### config.mk
export PLATFORM = sky130hd
export DESIGN_NAME = skywater_lvlshift_bank
export DESIGN_NICKNAME = d
export VERILOG_FILES = /design/src/rtl/skywater_lvlshift_pkg.sv /design/src/rtl/skywater_lvlshift_sync.sv /design/src/rtl/skywater_lvlshift_bank.sv
export SDC_FILE = /design/constraint.sdc
export NUM_CORES = 1
export LEC_CHECK = 0
export ABC_AREA = 1
export BUFFER_PORTS_ARGS = -buffer_cell sky130_fd_sc_hd__buf_2
export CAP_MARGIN = 20
export CORE_MARGIN = 2
export CORE_UTILIZATION = 45
export DETAILED_ROUTE_END_ITERATION = 8
export GPL_ROUTABILITY_DRIVEN = 0
export PLACE_DENSITY = 0.68
export SLEW_MARGIN = 40
export SYNTH_ARGS = -nofsm -noshare
export SYNTH_HDL_FRONTEND = slang
export SYNTH_SLANG_ARGS = --single-unit
### constraint.sdc
create_clock -name clk -period 2.25 [get_ports clk]
set_input_delay 0.3375 -clock clk [delete_from_list [all_inputs] [get_ports clk]]
set_output_delay 0.3375 -clock clk [all_outputs]
set_load 0.01 [all_outputs]
### src/rtl/skywater_lvlshift_pkg.sv
// Shared types and sizing helpers for the level-shifter bank.
package skywater_lvlshift_pkg;

    typedef enum logic [1:0] {
        ST_ISO      = 2'd0,
        ST_DEBOUNCE = 2'd1,
        ST_SETTLE   = 2'd2,
        ST_ACTIVE   = 2'd3
    } lvl_state_t;

    // Bits needed for a counter that must hold the value max_val itself.
    function automatic int cnt_width(input int max_val);
        return (max_val < 1) ? 1 : $clog2(max_val + 1);
    endfunction

    localparam int DEB_CYCLES_MAX = 255;
    localparam int DEB_CNT_W_MAX  = cnt_width(DEB_CYCLES_MAX);

endpackage

### src/rtl/skywater_lvlshift_sync.sv
// Multi-flop bit synchroniser with async reset and synchronous flush.
module skywater_lvlshift_sync
    import skywater_lvlshift_pkg::*;
#(
    parameter int SYNC_STAGES = 2
) (
    input  logic clk,
    input  logic rstb,
    input  logic clr,
    input  logic d,
    output logic q
);

    logic [SYNC_STAGES-1:0] ff;

    always_ff @(posedge clk or negedge rstb) begin
        if (!rstb) begin
            ff <= '0;
        end else if (clr) begin
            ff <= '0;
        end else begin
            ff <= {ff[SYNC_STAGES-2:0], d};
        end
    end

    assign q = ff[SYNC_STAGES-1];

endmodule

### src/rtl/skywater_lvlshift_bank.sv
// Bank of synchronised level-shift channels with supply-aware isolation FSM.
module skywater_lvlshift_bank
    import skywater_lvlshift_pkg::*;
#(
    parameter int                NUM_CH      = 8,
    parameter int                SYNC_STAGES = 2,
    parameter int                DEB_CYCLES  = 4,
    parameter logic [NUM_CH-1:0] CLAMP_VAL   = '0
) (
    input  logic              clk,
    input  logic              rstb,
    input  logic [NUM_CH-1:0] in,
    input  logic [NUM_CH-1:0] en,
    input  logic              vdd_in_ok,
    input  logic              iso_req,
    output logic [NUM_CH-1:0] out,
    output logic              iso_ack,
    output logic              ready
);

    localparam int DEB_W = cnt_width(DEB_CYCLES);
    localparam int SET_W = cnt_width(SYNC_STAGES);
    localparam logic [DEB_W-1:0] DEB_MAX  = DEB_W'(DEB_CYCLES);
    localparam logic [SET_W-1:0] SET_LAST = SET_W'(SYNC_STAGES - 1);

    lvl_state_t        state, state_nxt;
    logic              sup_ok;
    logic              data_clr;
    logic [NUM_CH-1:0] data_sync;
    logic [DEB_W-1:0]  deb_cnt, deb_cnt_nxt;
    logic [SET_W-1:0]  set_cnt, set_cnt_nxt;

    skywater_lvlshift_sync #(.SYNC_STAGES(SYNC_STAGES)) u_sup_sync (
        .clk  (clk),
        .rstb (rstb),
        .clr  (1'b0),
        .d    (vdd_in_ok),
        .q    (sup_ok)
    );

    // Data synchronisers are held empty while isolated so SETTLE starts clean.
    assign data_clr = (state == ST_ISO);

    for (genvar gi = 0; gi < NUM_CH; gi++) begin : g_ch
        skywater_lvlshift_sync #(.SYNC_STAGES(SYNC_STAGES)) u_data_sync (
            .clk  (clk),
            .rstb (rstb),
            .clr  (data_clr),
            .d    (in[gi]),
            .q    (data_sync[gi])
        );
    end

    always_comb begin
        state_nxt   = state;
        deb_cnt_nxt = '0;
        set_cnt_nxt = '0;
        // Loss of supply or an isolation request overrides every other move.
        if (state != ST_ISO && (!sup_ok || iso_req)) begin
            state_nxt = ST_ISO;
        end else begin
            case (state)
                ST_ISO: begin
                    if (sup_ok && !iso_req) state_nxt = ST_DEBOUNCE;
                end
                ST_DEBOUNCE: begin
                    deb_cnt_nxt = (deb_cnt < DEB_MAX) ? deb_cnt + 1'b1 : deb_cnt;
                    if (deb_cnt_nxt == DEB_MAX) state_nxt = ST_SETTLE;
                end
                ST_SETTLE: begin
                    set_cnt_nxt = set_cnt + 1'b1;
                    if (set_cnt == SET_LAST) state_nxt = ST_ACTIVE;
                end
                ST_ACTIVE: ;
                default: state_nxt = ST_ISO;
            endcase
        end
    end

    // Status and outputs follow the next state so isolation clamps on the same edge.
    always_ff @(posedge clk or negedge rstb) begin
        if (!rstb) begin
            state   <= ST_ISO;
            deb_cnt <= '0;
            set_cnt <= '0;
            iso_ack <= 1'b1;
            ready   <= 1'b0;
            out     <= CLAMP_VAL;
        end else begin
            state   <= state_nxt;
            deb_cnt <= deb_cnt_nxt;
            set_cnt <= set_cnt_nxt;
            iso_ack <= (state_nxt == ST_ISO);
            ready   <= (state_nxt == ST_ACTIVE);
            out     <= (state_nxt == ST_ACTIVE) ? ((data_sync & en) | (CLAMP_VAL & ~en))
                                                : CLAMP_VAL;
        end
    end

endmodule

Yosys cells after proc, flatten, opt, wreduce, memory -nomap -nowiden --
Cells that the tools add are included. Widths: inputs -> output; s select.
Operators by class: add/subtract/negate cells 2, order comparisons 1, eq/ne operators 5, multiplexer cells 19, bitwise gates (word level) 1, reductions and logical operators 8
Operators with widths (number):
- $mux 2 | 14
- $mux 3 | 3
- $and 8x8->8 | 1
- $mux 8 | 1
- $pmux 2 s3 | 1
- $eq 2x1->1 const B | 2
- $eq 2x2->1 const B | 2
- $logic_not 2->1 | 2
- $add 3x1->3 const B | 1
- $eq 3x3->1 const B | 1
- $lt 3x3->1 const B | 1
- $add 2x1->2 const B | 1
- $logic_and 1x1->1 | 2
- $logic_not 1->1 | 2
- $reduce_bool 2->1 | 1
- $logic_or 1x1->1 | 1
Word-level totals: bits in registers 35, output and inout bits 10, logic and storage cells 51

Longest topological paths before layout --
depth in word-level cells 8, mapped depth 7, gate-level depth less buffers 7

Cells and area by module --
A second synthesis with hierarchy kept.
Unflattened totals: cell total of the unflattened synthesis 134, area, all modules 1305.0 um2
By module, submodules not included:
- skywater_lvlshift_bank | times used 1, cells each 80, area each 719.4 um2, sequential area each 426.7 um2
- skywater_lvlshift_sync | times used 9, cells each 6, area each 65.1 um2, sequential area each 50.0 um2

Worst setup path after synthesis --
OpenSTA, ideal clock, no wires.
kind reg-to-reg, start point register deb_cnt[0], end point register state[0], setup time 121 ps, data arrival time 966 ps, data required time 2129 ps, setup slack 1162 ps, stages on the path, launching flop included 8, buffers on the path 0, period minus slack after synthesis 1088 ps, cells stage by stage dfrtp_1 > ha_1 > inv_1 > nand2_1 > nand2_1 > nand3_1 > nand2_1 > nand2_1
On the way: word-level cells in the longest chain between the ends 6, elaborated cells on any way between the ends 7, those cells by class add/sub (1); order compare (1); eq/ne (1); mux (4)
RTL lines:
- start, declared | RTL line skywater_lvlshift_bank.sv:30 | logic [DEB_W-1:0] deb_cnt, deb_cnt_nxt;
- start signal, assigned | RTL line skywater_lvlshift_bank.sv:91 | deb_cnt <= deb_cnt_nxt;
- $add 3x1->3 or $lt 3x3->1 (tied branches) | RTL line skywater_lvlshift_bank.sv:67 | deb_cnt_nxt = (deb_cnt < DEB_MAX) ? deb_cnt + 1'b1 : deb_cnt;
- $mux 3 * | RTL line skywater_lvlshift_bank.sv:67
- $eq 3x3->1 * | RTL line skywater_lvlshift_bank.sv:68 | if (deb_cnt_nxt == DEB_MAX) state_nxt = ST_SETTLE;
- $mux 2 * | RTL line skywater_lvlshift_bank.sv:68
- $pmux 2 s3 * | RTL line skywater_lvlshift_bank.sv:62 | case (state)
- $mux 2 * | RTL line skywater_lvlshift_bank.sv:59 | if (state != ST_ISO && (!sup_ok || iso_req)) begin
- via state_nxt[0] | RTL line skywater_lvlshift_bank.sv:26 | lvl_state_t state, state_nxt;
- end signal, assigned | RTL line skywater_lvlshift_bank.sv:90 | state <= state_nxt;
- end, declared | RTL line skywater_lvlshift_bank.sv:26
Mark *: on every way through the listed nets, which the timed path passes. The rest lies on a longest branch.

Final worst setup path --
start point register iso_ack, end point output port iso_ack
RTL lines:
- start, declared | RTL line skywater_lvlshift_bank.sv:17 | output logic iso_ack,
- start signal, assigned | RTL line skywater_lvlshift_bank.sv:93 | iso_ack <= (state_nxt == ST_ISO);
No word-level cell between the ends.

==> results by group <==
Run status
  – Status: finished, final reports clean

Die
  – Area of the core: 2760 sq um
  – Initial Util: between 40% and 50%
  – Die Ht: 57.9 microns
  – Ports: 30
  – Die X: 57.9 microns
  – # rows: 19
  – Die area: around 3300 sq um

Timing
  – Final period util: 58.1%
  – Max-slew violation count: 0
  – Final setup viols: 0
  – Total negative slack: 0 ns
  – Slew @ Worst Pin: 0.414 ns
  – RSZ-0062 raised after global routing: no
  – Final min period: around 1.3 ns
  – Maximum clock frequency: 765 MHz
  – Worst-case clock skew: 0.00905 ns
  – Fin. Hold Viols: 0
  – Worst slew margin: 72.3%

Global route
  – Initial antenna violation count: 0
  – Pin count of the biggest net entering global routing: 36
  – Overflow after GRT: 0
  – Vias in the first global route: ~740
  – First-pass GRT wire length: around 3.1 mm
  – GR Util All Layers: approximately an eighth

Setup path
  – Worst path slowest cell: dfstp_2
  – Startpoint Class: register
  – Max FO, Critical Path: 1
  – Crit end category: primary output
  – Worst EP arrival: 0.97 ns
  – CP peak stage delay: approximately 0.52 ns
  – Worst-path cell chain: buf_2
  – Type of the worst setup path: reg -> out
  – Largest delay share family, worst path: flip-flops
  – Critical Path RT: roughly 1.9 ns
  – WP buf/inv: 1

Synth
  – XOR/XNOR share of the synthesized area: 0%
  – Synthesized Nets: 150
  – Compound-Gate Fraction of Synth Area: about 1.9%
  – Synth warnings: 0
  – Synth Cell Area: 1310 sq um
  – Dominant cells by area after synthesis: dfrtp_1 65%, nor2_1 8.0%, inv_1 7.8%
  – Avg Cell Area, Syn: approximately 10 sq um
  – Largest family of logic cells by synthesized area: simple AND/OR/NAND/NOR gates
  – Simple-gate share of the synthesized area: between 20 and 25%
  – Sequential share of the synthesized area: 67.1%
  – Syn Inst Count: about 130
  – Synth cell types: 19
  – FF+latch count, synth: 35
  – Proportion of synthesized area in mux cells: 0%
  – Synth area leader: dfrtp_1
  – Top cell type's share of synthesized area: about two thirds
  – Post-Synth Adder-Cell Area: 1.92%

Place
  – Final HPWL DP: ~1.2 mm
  – Number of buffers added on ports: 29
  – Dpl cells: 186

Drt
  – Met3 WL: ~140 microns
  – Metal1 wirelength: a little under 800 microns
  – Mean number of vias per cell: about 4
  – Final WL: 1.77 mm
  – DR top layer: met4
  – Iteration-0 DRC Markers: 12
  – DR vias: about 800
  – Drt first pass iters: 3
  – WL met2: slightly below 800 microns
  – DRC: 0
  – Average wire per standard cell: ~9 microns
  – Antenna Violating Nets Remaining: 0

Layout
  – Commonest non-fill, non-tap cell in the layout: dfrtp_1
  – Fin nets: 185
  – Most frequent cells in the layout: 34 x dfrtp_1, 28 x nor2_1, 28 x buf_2
  – Area grow syn2layout: 21.8%
  – Share of layout cells above drive strength 1: between 20% and 30%
  – Fill cells: 246
  – Finished Layout Cells: 195
  – Antenna fix cells: 0

Clocking
  – Reg clk slew, reported paths: ~0.09 ns
  – Clock sink count: 35
  – Clk Latency, worst-skew pair: about 0.34 ns
  – Longest Clk Path Bufs: 2
  – Postcts setup bufs: 0
  – Hold buffer count at CTS: 0
  – Post-CTS sizing: 0
  – Num CTS Buffers: 5
  – H-tree levels: 2
  – Root Buffer: clkbuf_4
  – TritonCTS clock tree: done

Power
  – Worst vdd ir: approximately 790 uV
  – LEAKAGE: between 0.8 and 0.9 nW
  – PwrDens: between 700 and 800 nW/um^2

Run
  – Max Cap Violations: 0

Hold path
  – Hold Crit Class: in -> reg
## worst paths after layout
path,start,to,slack [ns],cells past startpoint
max,iso_ack,iso_ack,0.94,1
min,vdd_in_ok,u_sup_sync.ff[0],0.11,1
max reg2reg,set_cnt[0],out[5],1.08,3
min reg2reg,u_sup_sync.ff[0],u_sup_sync.ff[1],0.36,0
max in group asynchronous,rstb,iso_ack,1.44,2
min in group asynchronous,rstb,g_ch[3].u_data_sync.ff[1],0.48,2
## Yosys cell counts
master,count
buf_2,1
buf_4,1
dfrtp_1,34
dfstp_2,1
ha_1,2
inv_1,27
inv_2,1
nand2_1,21
nand2_2,1
nand3_1,1
nand3b_1,1
nor2_1,28
nor2_2,1
nor2_4,2
nor2_8,1
nor3_1,2
o211ai_1,1
o211ai_2,1
o21ai_0,1
## registers in the layout (all words and copies together), names as in the netlist
signal	cells
u_sup_sync.ff	2
iso_ack	1
set_cnt	2
out	8
deb_cnt	3
state	2
g_ch.u_data_sync.ff	16
ready	1
## worst reg2reg max path, stage by stage, from the launching register on
cell	delay, ns
dfrtp_1	0.39
ha_1	0.21
o211ai_2	0.36
nor2_1	0.09
## area by class of cell
| type | count | area (sq um) | share of cell area, % |
|---|---|---|---|
| sequential | 35 | 877 | 55.1 |
| multi-input combinational | 63 | 312 | 19.6 |
| timing repair buffer | 30 | 158 | 9.91 |
| inverter | 28 | 105 | 6.60 |
| clock inverter | 2 | 60.1 | 3.77 |
| clock buffer | 6 | 41.3 | 2.59 |
| tap | 31 | 38.8 | 2.44 |
## stage by stage
| stage | area [sq um] | total power, mW | util [%] | hold slack (ns) | worst slack (ns) |
|---|---|---|---|---|---|
| floorplan | 1310 | 0.694 | - | 0.0419 | 1.16 |
| global placement | 1480 | 0.725 | 53.6 | 0.337 | 1.10 |
| detailed placement | 1480 | 0.727 | 53.6 | 0.342 | 1.07 |
| CTS | 1580 | 1.27 | 57.3 | 0.0604 | 0.919 |
| global route | 1590 | 1.32 | 57.7 | 0.0728 | 0.894 |
| finish | 1590 | 1.26 | 57.7 | 0.106 | 0.943 |
## where the power goes
part	internal [mW]	total [mW]	leakage, nW	switching, mW
Combinational	0.0246	0.0635	0.352	0.0389
Clock	0.347	0.542	0.0525	0.195
Sequential	0.645	0.651	0.475	0.00613
Total	1.02	1.26	0.880	0.240
## routing by layer
| metal | vias up | GRT usage, % |
|---|---|---|
| li1 | 439 | - |
| met1 | 334 | 14.7 |
| met2 | 23 | 19.3 |
| met3 | 8 | 5.36 |
| met4 | 0 | 11.0 |
| met5 | - | 0 |
## logic make-up after synthesis
group / count (synthesis)
flip-flops: 35
AND/OR/NAND/NOR: 58
adder cells (fa/ha/maj): 2
buffers and inverters: 30
AO/OA/AOI/OAI: 3
Power figures use the tool's default switching activity.
